===== src/rtl/id_stage_pipe_pkg.sv =====
// rtl/id_stage_pipe_pkg.sv - shared types, opcode constants and the instruction decoder
// for the decode stage.
package id_stage_pipe_pkg;

   localparam int ID_XLEN          = 32;
   localparam int ID_DEPTH_DEFAULT = 4;

   localparam logic [6:0] OPC_LOAD   = 7'b0000011;
   localparam logic [6:0] OPC_OP_IMM = 7'b0010011;
   localparam logic [6:0] OPC_AUIPC  = 7'b0010111;
   localparam logic [6:0] OPC_STORE  = 7'b0100011;
   localparam logic [6:0] OPC_OP     = 7'b0110011;
   localparam logic [6:0] OPC_LUI    = 7'b0110111;
   localparam logic [6:0] OPC_BRANCH = 7'b1100011;
   localparam logic [6:0] OPC_JALR   = 7'b1100111;
   localparam logic [6:0] OPC_JAL    = 7'b1101111;

   typedef enum logic [3:0] {
      ALU_ADD, ALU_SUB, ALU_SLL, ALU_SLT, ALU_SLTU, ALU_XOR,
      ALU_SRL, ALU_SRA, ALU_OR, ALU_AND, ALU_PASS_B
   } alu_op_e;

   typedef enum logic [2:0] {
      FMT_R, FMT_I, FMT_S, FMT_B, FMT_U, FMT_J, FMT_BAD
   } fmt_e;

   typedef struct packed {
      logic [ID_XLEN-1:0] instr;
      logic [ID_XLEN-1:0] pc;
   } id_entry_t;

   typedef struct packed {
      logic [ID_XLEN-1:0] pc;
      logic [ID_XLEN-1:0] instr;
      logic [ID_XLEN-1:0] imm;
      logic [4:0]         rd;
      logic [4:0]         rs1;
      logic [4:0]         rs2;
      logic [2:0]         funct3;
      alu_op_e            alu_op;
      fmt_e               fmt;
      logic               use_imm;
      logic               writes_rd;
      logic               is_load;
      logic               is_store;
      logic               is_branch;
      logic               is_jump;
      logic               illegal;
   } pipeline_bus_t;

   // Immediate forms never encode SUB; bit 30 there is part of the immediate.
   function automatic alu_op_e alu_sel(input logic [2:0] f3, input logic b30, input logic is_imm);
      alu_op_e op;
      op = ALU_ADD;
      case (f3)
         3'b000: op = (b30 && !is_imm) ? ALU_SUB : ALU_ADD;
         3'b001: op = ALU_SLL;
         3'b010: op = ALU_SLT;
         3'b011: op = ALU_SLTU;
         3'b100: op = ALU_XOR;
         3'b101: op = b30 ? ALU_SRA : ALU_SRL;
         3'b110: op = ALU_OR;
         3'b111: op = ALU_AND;
         default: op = ALU_ADD;
      endcase
      return op;
   endfunction

   function automatic pipeline_bus_t decode(input id_entry_t e);
      pipeline_bus_t      b;
      logic [ID_XLEN-1:0] i;
      i        = e.instr;
      b        = '0;
      b.pc     = e.pc;
      b.instr  = i;
      b.rd     = i[11:7];
      b.rs1    = i[19:15];
      b.rs2    = i[24:20];
      b.funct3 = i[14:12];
      b.alu_op = ALU_ADD;
      b.fmt    = FMT_BAD;
      case (i[6:0])
         OPC_OP_IMM: begin
            b.fmt       = FMT_I;
            b.imm       = {{20{i[31]}}, i[31:20]};
            b.use_imm   = 1'b1;
            b.writes_rd = 1'b1;
            b.alu_op    = alu_sel(i[14:12], i[30], 1'b1);
         end
         OPC_OP: begin
            b.fmt       = FMT_R;
            b.writes_rd = 1'b1;
            b.alu_op    = alu_sel(i[14:12], i[30], 1'b0);
         end
         OPC_LUI: begin
            b.fmt       = FMT_U;
            b.imm       = {i[31:12], 12'b0};
            b.use_imm   = 1'b1;
            b.writes_rd = 1'b1;
            b.alu_op    = ALU_PASS_B;
         end
         OPC_AUIPC: begin
            b.fmt       = FMT_U;
            b.imm       = {i[31:12], 12'b0};
            b.use_imm   = 1'b1;
            b.writes_rd = 1'b1;
         end
         OPC_JAL: begin
            b.fmt       = FMT_J;
            b.imm       = {{12{i[31]}}, i[19:12], i[20], i[30:21], 1'b0};
            b.writes_rd = 1'b1;
            b.is_jump   = 1'b1;
         end
         OPC_JALR: begin
            b.fmt       = FMT_I;
            b.imm       = {{20{i[31]}}, i[31:20]};
            b.use_imm   = 1'b1;
            b.writes_rd = 1'b1;
            b.is_jump   = 1'b1;
         end
         OPC_BRANCH: begin
            b.fmt       = FMT_B;
            b.imm       = {{20{i[31]}}, i[7], i[30:25], i[11:8], 1'b0};
            b.is_branch = 1'b1;
            b.alu_op    = ALU_SUB;
         end
         OPC_LOAD: begin
            b.fmt       = FMT_I;
            b.imm       = {{20{i[31]}}, i[31:20]};
            b.use_imm   = 1'b1;
            b.writes_rd = 1'b1;
            b.is_load   = 1'b1;
         end
         OPC_STORE: begin
            b.fmt       = FMT_S;
            b.imm       = {{20{i[31]}}, i[31:25], i[11:7]};
            b.use_imm   = 1'b1;
            b.is_store  = 1'b1;
         end
         default: b.illegal = 1'b1;
      endcase
      return b;
   endfunction

endpackage


===== src/rtl/id_stage_pipe_ibuf.sv =====
// rtl/id_stage_pipe_ibuf.sv - circular FIFO of fetched {instr, pc} entries feeding decode;
// pointers wrap naturally because DEPTH is a power of two.
module id_ibuf
   import id_stage_pipe_pkg::*;
#(
   parameter int DEPTH = ID_DEPTH_DEFAULT
) (
   input  logic                         clk,
   input  logic                         rst,
   input  logic                         push,
   input  logic                         pop,
   input  logic                         flush,
   input  id_entry_t                    data,
   output id_entry_t                    head,
   output logic [$clog2(DEPTH+1)-1:0]   count
);

   localparam int PW = $clog2(DEPTH);
   localparam int CW = $clog2(DEPTH+1);

   id_entry_t         mem [DEPTH];
   logic [PW-1:0]     wr_ptr;
   logic [PW-1:0]     rd_ptr;
   logic              do_push;
   logic              do_pop;

   assign do_push = push && (count != CW'(DEPTH));
   assign do_pop  = pop && (count != '0);
   assign head    = mem[rd_ptr];

   always_ff @(posedge clk or negedge rst) begin
      if (!rst) begin
         wr_ptr <= '0;
         rd_ptr <= '0;
         count  <= '0;
      end else if (flush) begin
         wr_ptr <= '0;
         rd_ptr <= '0;
         count  <= '0;
      end else begin
         if (do_push) wr_ptr <= wr_ptr + 1'b1;
         if (do_pop)  rd_ptr <= rd_ptr + 1'b1;
         case ({do_push, do_pop})
            2'b10:   count <= count + 1'b1;
            2'b01:   count <= count - 1'b1;
            default: count <= count;
         endcase
      end
   end

   // Storage carries no reset; only entries behind a valid count are ever read.
   always_ff @(posedge clk) begin
      if (do_push) mem[wr_ptr] <= data;
   end

endmodule


===== src/rtl/id_stage_pipe.sv =====
// rtl/id_stage_pipe.sv - decode stage: input queue, decoder and registered output slot.
// Optional ID_BYPASS_EN decodes the input straight into an empty slot when the queue is empty.
module id_stage_pipe
   import id_stage_pipe_pkg::*;
#(
   parameter int DEPTH = ID_DEPTH_DEFAULT,
   parameter int XLEN  = ID_XLEN
) (
   input  logic                         clk,
   input  logic                         rst,
   input  logic                         if_valid_i,
   output logic                         if_ready_o,
   input  logic [XLEN-1:0]              instruction_i,
   input  logic [XLEN-1:0]              pc_i,
   input  logic                         flush_i,
   output logic                         id_valid_o,
   input  logic                         ex_ready_i,
   output pipeline_bus_t                id_bus_o,
   output logic [$clog2(DEPTH+1)-1:0]   occupancy_o
);

   localparam int CW = $clog2(DEPTH+1);

   id_entry_t      in_entry;
   id_entry_t      head;
   id_entry_t      src;
   pipeline_bus_t  decoded;
   logic [CW-1:0]  count;
   logic           empty;
   logic           load_en;
   logic           bypass;
   logic           push;
   logic           pop;

   assign in_entry.instr = instruction_i;
   assign in_entry.pc    = pc_i;

   assign empty       = (count == '0);
   assign occupancy_o = count;
   assign if_ready_o  = rst && !flush_i && (count < CW'(DEPTH));
   assign load_en     = !id_valid_o || ex_ready_i;

`ifdef ID_BYPASS_EN
   assign bypass = empty && load_en && if_valid_i && !flush_i;
`else
   assign bypass = 1'b0;
`endif

   // A bypassed instruction goes straight to the slot and must not also be queued.
   assign push = if_valid_i && if_ready_o && !bypass;
   assign pop  = load_en && !empty && !flush_i;
   assign src  = bypass ? in_entry : head;

   assign decoded = decode(src);

   id_ibuf #(.DEPTH(DEPTH)) u_ibuf (
      .clk   (clk),
      .rst   (rst),
      .push  (push),
      .pop   (pop),
      .flush (flush_i),
      .data  (in_entry),
      .head  (head),
      .count (count)
   );

   always_ff @(posedge clk or negedge rst) begin
      if (!rst) begin
         id_valid_o <= 1'b0;
         id_bus_o   <= '0;
      end else if (flush_i) begin
         id_valid_o <= 1'b0;
      end else if (load_en) begin
         if (bypass || !empty) begin
            id_valid_o <= 1'b1;
            id_bus_o   <= decoded;
         end else begin
            id_valid_o <= 1'b0;
         end
      end
   end

endmodule


===== config.mk =====
export PLATFORM = sky130hd
export DESIGN_NAME = id_stage_pipe
export DESIGN_NICKNAME = d
export VERILOG_FILES = /design/src/rtl/id_stage_pipe_pkg.sv /design/src/rtl/id_stage_pipe_ibuf.sv /design/src/rtl/id_stage_pipe.sv
export SDC_FILE = /design/constraint.sdc
export NUM_CORES = 1
export LEC_CHECK = 0
export ABC_AREA = 1
export CAP_MARGIN = 20
export CELL_PAD_IN_SITES_DETAIL_PLACEMENT = 0
export CELL_PAD_IN_SITES_GLOBAL_PLACEMENT = 2
export CORE_AREA = 2 2 207 209
export CTS_BUF_LIST = sky130_fd_sc_hd__clkbuf_16
export CTS_CLUSTER_SIZE = 14
export DETAILED_ROUTE_END_ITERATION = 7
export DIE_AREA = 0 0 209 211
export PLACE_DENSITY = 0.76
export SLEW_MARGIN = 20
export SYNTH_ARGS = -nofsm -noshare
export SYNTH_HDL_FRONTEND = slang
export SYNTH_SLANG_ARGS = --single-unit

===== constraint.sdc =====
create_clock -name clk -period 5.6 [get_ports clk]
set_clock_uncertainty 0.2 [all_clocks]
set_input_delay 1.68 -clock clk [delete_from_list [all_inputs] [get_ports clk]]
set_output_delay 1.68 -clock clk [all_outputs]
set_load 0.01 [all_outputs]

==> flow_summary.json, run 1 <==
{
  "sum_of_buffers_and_inverters_on_the_critical_path": 2,
  "pin_count": 202,
  "synthDominantAreaCellType": "sky130_fd_sc_hd__edfxtp_1",
  "yosys.area.top_type_share_pct": 51.3,
  "cts_setup_buffers": 0,
  "synthesis.instances": 1309,
  "syn_area_um2": 15000,
  "timing.slew.headroom_pct": 40.9,
  "cts_hold_repair.buffers": 0,
  "worst_path_most_repeated_cell": "sky130_fd_sc_hd__clkdlybuf4s50_1",
  "cts.path.max_buffers": 3,
  "syn-num-nets": 1383,
  "track_usage_pct": 16.9,
  "drt-total-wl_mm": 36.9,
  "setup.worst_path.class": "in2out",
  "global_route_wire_length_before_repair_mm": 57.0,
  "post_cts_resized": 0,
  "footprint_of_the_multi_input_gates_um2": 3750,
  "first_iter_violations": 567,
  "cpPeakStageDelay_ns": 0.55,
  "final_net_count": 1553,
  "cp_cell_sequence": "clkdlybuf4s50_1 > nor2_1 > clkdlybuf4s50_1",
  "cap_violations": 0,
  "layout-area-overhead-vs-synth_pct": 25.1,
  "synth.ff_latch_count": 374,
  "clock_tree.root_cell": "sky130_fd_sc_hd__clkbuf_16",
  "antenna_violations_before_repair": 6,
  "vias_per_cell": 4.82,
  "synth_enable_flop_cells": 256,
  "grt_pass1_vias": 9769,
  "yosysMostFrequentCell": "sky130_fd_sc_hd__nand2_1",
  "tritoncts": "yes",
  "synth_seq_area_share_pct": 71.1,
  "ff_latch_area_um2": 10600,
  "final_antenna_net_count": 0,
  "dpl_worst_slack_ns": 0.816,
  "dieHeight_um": 211,
  "run_status": "completed",
  "synth_async_sr_flop_share_pct": 31.6,
  "final.min_clock_period_ns": 4.76,
  "unrepaired_setup_endpoints_after_global_routing": "no",
  "yosysWarningCount": 0,
  "clkSinkCount": 374,
  "cp_top_family": "buffers and inverters",
  "die_width_um": 209,
  "power-per-cell-area_nw_per_um2": 510,
  "dr_total_vias": 9882,
  "vdd.ir_drop.worst_mv": 0.248,
  "hold_violations": 0,
  "placement.io_buffers": 201,
  "clock_insertion_delay_worst_skew_ns": 0.55,
  "synth_ff_type": "sky130_fd_sc_hd__edfxtp_1",
  "final_cycle_utilization_of_the_critical_path_pct": 85.0,
  "drt-wirelength-per-cell_um": 18.0,
  "synth.area.top_cells": "sky130_fd_sc_hd__edfxtp_1 (51%), sky130_fd_sc_hd__dfrtp_1 (20%), sky130_fd_sc_hd__nand2_1 (9.7%)",
  "placement_rows": 75,
  "timing_worst_slew_pin_value_ns": 0.886,
  "start_kind": "input pin",
  "start_util_pct": 35.9,
  "globalRoute.totalOverflow": 0,
  "route.detailed.drc": 0,
  "cts-buffers-inserted": 41,
  "cp_slowest_cell": "sky130_fd_sc_hd__clkdlybuf4s50_1",
  "clk_transition_reported_paths_ns": 0.06,
  "timing.final.max_slew_violations": 0,
  "syn-mean-instance-area_um2": 11.4,
  "hold_path.class": "reg2reg",
  "timing.fmax_mhz": 210,
  "core_region_um2": 41800,
  "h_tree_level_count": 2,
  "drt-pass1-iter-count": 5,
  "routabilityCongestion": 0.732,
  "synthTopCellsByCount": "sky130_fd_sc_hd__nand2_1 (387), sky130_fd_sc_hd__edfxtp_1 (256), sky130_fd_sc_hd__o21ai_0 (135)",
  "power_leakage_uw": 0.00746,
  "fin_ws_ns": 0.838,
  "finalSetupViolCount": 0,
  "setup-tns-final_ns": 0,
  "drive_above_1_share_pct": 7.67,
  "critical_path_required_time_ns": 3.72,
  "grt_start_max_net_pins": 85,
  "synthDistinctLibCells": 41,
  "final.fill_count": 3899,
  "die-area_um2": 44100,
  "place_hpwl_mm": 21.7,
  "critPathArrivalTime_ns": 2.88,
  "worstPathMaxFanout": 5,
  "cp-end-kind": "output pin"
}
layer usage:
| layer | share of wire [%] | GRT usage, % |
|---|---|---|
| met4 | 2.2 | 5.42 |
| met2 | 48 | 28.6 |
| met3 | 5.1 | 3.55 |
| met1 | 45 | 21.8 |
| met5 | 0.12 | 0 |
registers in the layout, indices dropped and copies added, names as in the netlist:
name / flops
u_ibuf.count: 3
id_valid_o: 1
u_ibuf.wr_ptr: 2
id_bus_o: 110
u_ibuf.rd_ptr: 2
u_ibuf.mem: 256
path summary, 6_finish.rpt:
kind | start | end | slack (ns) | depth (start not counted)
max | flush_i | if_ready_o | 0.84 | 3
min | id_bus_o[54] | id_bus_o[54] | 0.28 | 2
max reg2reg | u_ibuf.rd_ptr[0] | id_bus_o[59] | 2.41 | 13
min reg2reg | id_bus_o[54] | id_bus_o[54] | 0.28 | 2
max in group asynchronous | rst | id_bus_o[0] | 2.69 | 3
min in group asynchronous | rst | id_bus_o[4] | 1.12 | 2
cell usage in the layout, fill, tap and decap left out, types with 3 or more instances in the layout:
cell | synthesis | routed
sky130_fd_sc_hd__bufinv_16 | 0 | 5
sky130_fd_sc_hd__o21ai_1 | 5 | 5
sky130_fd_sc_hd__dfrtp_1 | 118 | 116
sky130_fd_sc_hd__nor2_2 | 3 | 3
sky130_fd_sc_hd__edfxtp_1 | 256 | 256
sky130_fd_sc_hd__ha_1 | 4 | 4
sky130_fd_sc_hd__a21oi_1 | 13 | 13
sky130_fd_sc_hd__o21ai_0 | 135 | 135
sky130_fd_sc_hd__clkdlybuf4s50_1 | 0 | 200
sky130_fd_sc_hd__nand3_2 | 4 | 4
sky130_fd_sc_hd__inv_2 | 6 | 6
sky130_fd_sc_hd__clkinv_2 | 0 | 5
sky130_fd_sc_hd__buf_12 | 0 | 4
sky130_fd_sc_hd__o22ai_1 | 51 | 51
sky130_fd_sc_hd__nor2_1 | 128 | 124
sky130_fd_sc_hd__nand2_2 | 12 | 12
sky130_fd_sc_hd__clkinv_1 | 0 | 9
sky130_fd_sc_hd__clkbuf_16 | 0 | 43
sky130_fd_sc_hd__nand2_4 | 4 | 4
sky130_fd_sc_hd__inv_1 | 29 | 39
sky130_fd_sc_hd__nand2_1 | 387 | 387
sky130_fd_sc_hd__nand3_1 | 42 | 41
sky130_fd_sc_hd__nor2_4 | 2 | 6
sky130_fd_sc_hd__buf_4 | 23 | 10
cells by family after synthesis:
logic type	synth area share [%]
compound gates	7.96
xor+xnor	0.117
buf+inv	4.19
flops	71.1
simple gates	16.2
fa+ha+maj	0.468
power breakdown:
group	switching (µW)	total [µW]	leakage [µW]	internal, µW
clock network	1080	2690	0.000698	1620
registers	303	3660	0.00383	3360
logic	1920	3200	0.00294	1280
total	3290	9550	0.00746	6260
tightest hold or removal path, delay by kind of cell (launching register included):
kind / cells / cell delay [ns]
flops: 1 / 0.34
simple gates: 2 / 0.10
area by class of cell:
class,count,share of cell area (%)
Multi-Input combinational cell,811,20.0
Inverter,36,0.741
Sequential cell,374,56.8
Clock buffer,43,5.74
Tap cell,539,3.60
Timing Repair Buffer,215,11.6
Antenna cell,1,0.0134
Clock inverter,33,1.48
per-stage QoR:
step | power, µW | util [%] | cells | cell area, µm² | hold WS, ns
2_1_floorplan | 5570 | - | 1309 | 15000 | 0.315
3_3_place_gp | 6940 | 41.6 | 1975 | 17400 | 0.265
3_5_place_dp | 6970 | 41.6 | 1975 | 17400 | 0.264
4_1_cts | 9700 | 44.9 | 2051 | 18700 | 0.281
5_1_grt | 10200 | 44.9 | 2051 | 18700 | 0.296
6_report | 9550 | 44.9 | 2052 | 18700 | 0.275
No activity file was read; power rests on OpenSTA's default activity.
==> run 2: changes to the inputs <==
--- a/config.mk
+++ b/config.mk
@@ -14,6 +14,7 @@
 export CTS_CLUSTER_SIZE = 14
 export DETAILED_ROUTE_END_ITERATION = 7
 export DIE_AREA = 0 0 209 211
+export GPL_ROUTABILITY_DRIVEN = 0
 export PLACE_DENSITY = 0.76
 export SLEW_MARGIN = 20
 export SYNTH_ARGS = -nofsm -noshare
==> results of run 2 <==
Same layout as run 1: the final DEF is identical, and so are final timing and power.
==> run 3: changes to the inputs <==
--- a/config.mk
+++ b/config.mk
@@ -11,7 +11,6 @@
 export CELL_PAD_IN_SITES_GLOBAL_PLACEMENT = 2
 export CORE_AREA = 2 2 207 209
 export CTS_BUF_LIST = sky130_fd_sc_hd__clkbuf_16
-export CTS_CLUSTER_SIZE = 14
 export DETAILED_ROUTE_END_ITERATION = 7
 export DIE_AREA = 0 0 209 211
 export GPL_ROUTABILITY_DRIVEN = 0
==> constraint.sdc (replaced) <==
create_clock -name clk -period 4.8 [get_ports clk]
set_clock_uncertainty 0.2 [all_clocks]
set_input_delay 1.44 -clock clk [delete_from_list [all_inputs] [get_ports clk]]
set_output_delay 1.44 -clock clk [all_outputs]
set_load 0.01 [all_outputs]
==> run 3 against run 2 <==
- combinational power is 17% higher
- global-route usage up 0.18 points
- clock-buffer cell count down 2
- largest cell class unchanged
- critical path type unchanged
- sequential share of layout area up 0.27 points
- clock power increased by 8.2%
- worst hold slack better by 0.0020 ns
==> flow_summary.json, run 3 (synthesis gave the netlist of run 1 again) <==
{
  "run_status": "completed",
  "grt_pass1_vias": 9810,
  "die_width_um": 209,
  "final.min_clock_period_ns": 4.29,
  "placement_rows": 75,
  "core_region_um2": 41800,
  "clkSinkCount": 374,
  "timing_worst_slew_pin_value_ns": 0.917,
  "clk_transition_reported_paths_ns": 0.06,
  "hold_path.class": "reg2reg",
  "worst_path_most_repeated_cell": "sky130_fd_sc_hd__clkdlybuf4s50_1",
  "highest_count_cells_in_the_layout_ignoring_fill_and_taps": "sky130_fd_sc_hd__nand2_1 (387), sky130_fd_sc_hd__edfxtp_1 (256), sky130_fd_sc_hd__clkdlybuf4s50_1 (200)",
  "cts.path.max_buffers": 3,
  "placement.io_buffers": 201,
  "start_util_pct": 35.9,
  "cts_setup_buffers": 0,
  "first_iter_violations": 508,
  "power-per-cell-area_nw_per_um2": 587,
  "regMostFlops": "u_ibuf.mem",
  "dieHeight_um": 211,
  "cap_violations": 0,
  "h_tree_level_count": 2,
  "cpPeakStageDelay_ns": 0.56,
  "grt_start_max_net_pins": 93,
  "most_frequent_standard_cell_in_the_layout_excluding_fill_and_tap_cells": "sky130_fd_sc_hd__nand2_1",
  "clock_insertion_delay_worst_skew_ns": 0.54,
  "cts_hold_repair.buffers": 0,
  "route.detailed.drc": 0,
  "drt-total-wl_mm": 37.3,
  "postLayoutCellArea_um2": 18600,
  "unrepaired_setup_endpoints_after_global_routing": "no",
  "globalRoute.totalOverflow": 0,
  "pin_count": 202,
  "final_net_count": 1555,
  "layout-area-overhead-vs-synth_pct": 24.5,
  "antenna_violations_before_repair": 5,
  "cp_cell_sequence": "clkdlybuf4s50_1 > nor2_1 > clkdlybuf4s50_1",
  "final_antenna_net_count": 0,
  "timing.fmax_mhz": 233,
  "finalSetupViolCount": 0,
  "largest_register_ffs": 256,
  "dr_total_vias": 9851,
  "post_cts_resized": 0,
  "drt-pass1-iter-count": 4,
  "clock_tree.root_cell": "sky130_fd_sc_hd__clkbuf_16",
  "cp_slowest_cell": "sky130_fd_sc_hd__clkdlybuf4s50_1",
  "place_hpwl_mm": 22.7,
  "timing.final.max_slew_violations": 0,
  "tritoncts": "yes",
  "worstPathMaxFanout": 5,
  "hold_violations": 0,
  "biggestRegsByFlops": "u_ibuf.mem (256), id_bus_o (110), u_ibuf.count (3)",
  "instance_area_at_placement_um2": 17400,
  "start_kind": "input pin",
  "die-area_um2": 44100,
  "timing.slew.headroom_pct": 38.9,
  "critical_path_required_time_ns": 3.16,
  "cp-end-kind": "output pin",
  "vdd.ir_drop.worst_mv": 0.258,
  "setup-tns-final_ns": 0,
  "final_cycle_utilization_of_the_critical_path_pct": 89.4,
  "track_usage_pct": 17.1,
  "power_leakage_uw": 0.00742,
  "drive_above_1_share_pct": 7.35,
  "drt-wirelength-per-cell_um": 18.2,
  "vias_per_cell": 4.80,
  "cts-buffers-inserted": 41,
  "setup.worst_path.class": "in2out",
  "global_route_wire_length_before_repair_mm": 57.5,
  "critPathArrivalTime_ns": 2.65
}
-- run 3: cell type report --
cell class | instances | area, µm²
Tap cell | 539 | 674
Sequential cell | 374 | 10600
Clock inverter | 31 | 210
Clock buffer | 41 | 1030
Inverter | 36 | 139
Fill cell | 3897 | 23100
Antenna cell | 2 | 5.00
Multi-Input combinational cell | 811 | 3750
Timing Repair Buffer | 217 | 2200
-- run 3: power by group --
| group | leakage, µW | internal [µW] | total (µW) | switching, µW |
|---|---|---|---|---|
| combinational | 0.00296 | 1510 | 3730 | 2220 |
| sequential | 0.00383 | 3920 | 4310 | 393 |
| clock | 0.000637 | 1700 | 2910 | 1210 |
| total | 0.00742 | 7130 | 10900 | 3820 |
-- run 3: final timing paths --
kind,from,end,cells after the start,slack (ns)
max in group asynchronous,rst,id_bus_o[97],2,2.76
min reg2reg,id_bus_o[54],id_bus_o[54],2,0.28
max reg2reg,u_ibuf.rd_ptr[1],id_bus_o[58],12,1.60
min in group asynchronous,rst,id_bus_o[13],1,0.54
min,id_bus_o[54],id_bus_o[54],2,0.28
max,flush_i,if_ready_o,3,0.51
-- run 3: through the flow --
step                      worst slack, ns  hold slack, ns  utilization, %  total power (µW)  cells
after floorplan                    -0.431           0.315               -              6500   1309
after global placement              0.488           0.266            41.7              8130   1977
after detailed placement            0.505           0.266            41.7              8180   1977
after CTS                           0.506           0.283            44.6             11100   2049
after global routing                0.448           0.302            44.6             11700   2049
final                               0.511           0.277            44.7             10900   2051
-- run 3: worst max-delay path, delay by kind of cell --
family	cells	cell delay, ns
buffers and inverters	2	1.04
and+or+nand+nor	1	0.17
-- run 3: per-layer routing --
layer	part of all wire, %	vias to the layer above	global-route usage (%)
met1	44	4756	22.4
li1	-	4804	-
met4	2.2	6	5.34
met3	5.5	64	3.79
met5	0.097	-	0
met2	48	221	28.4
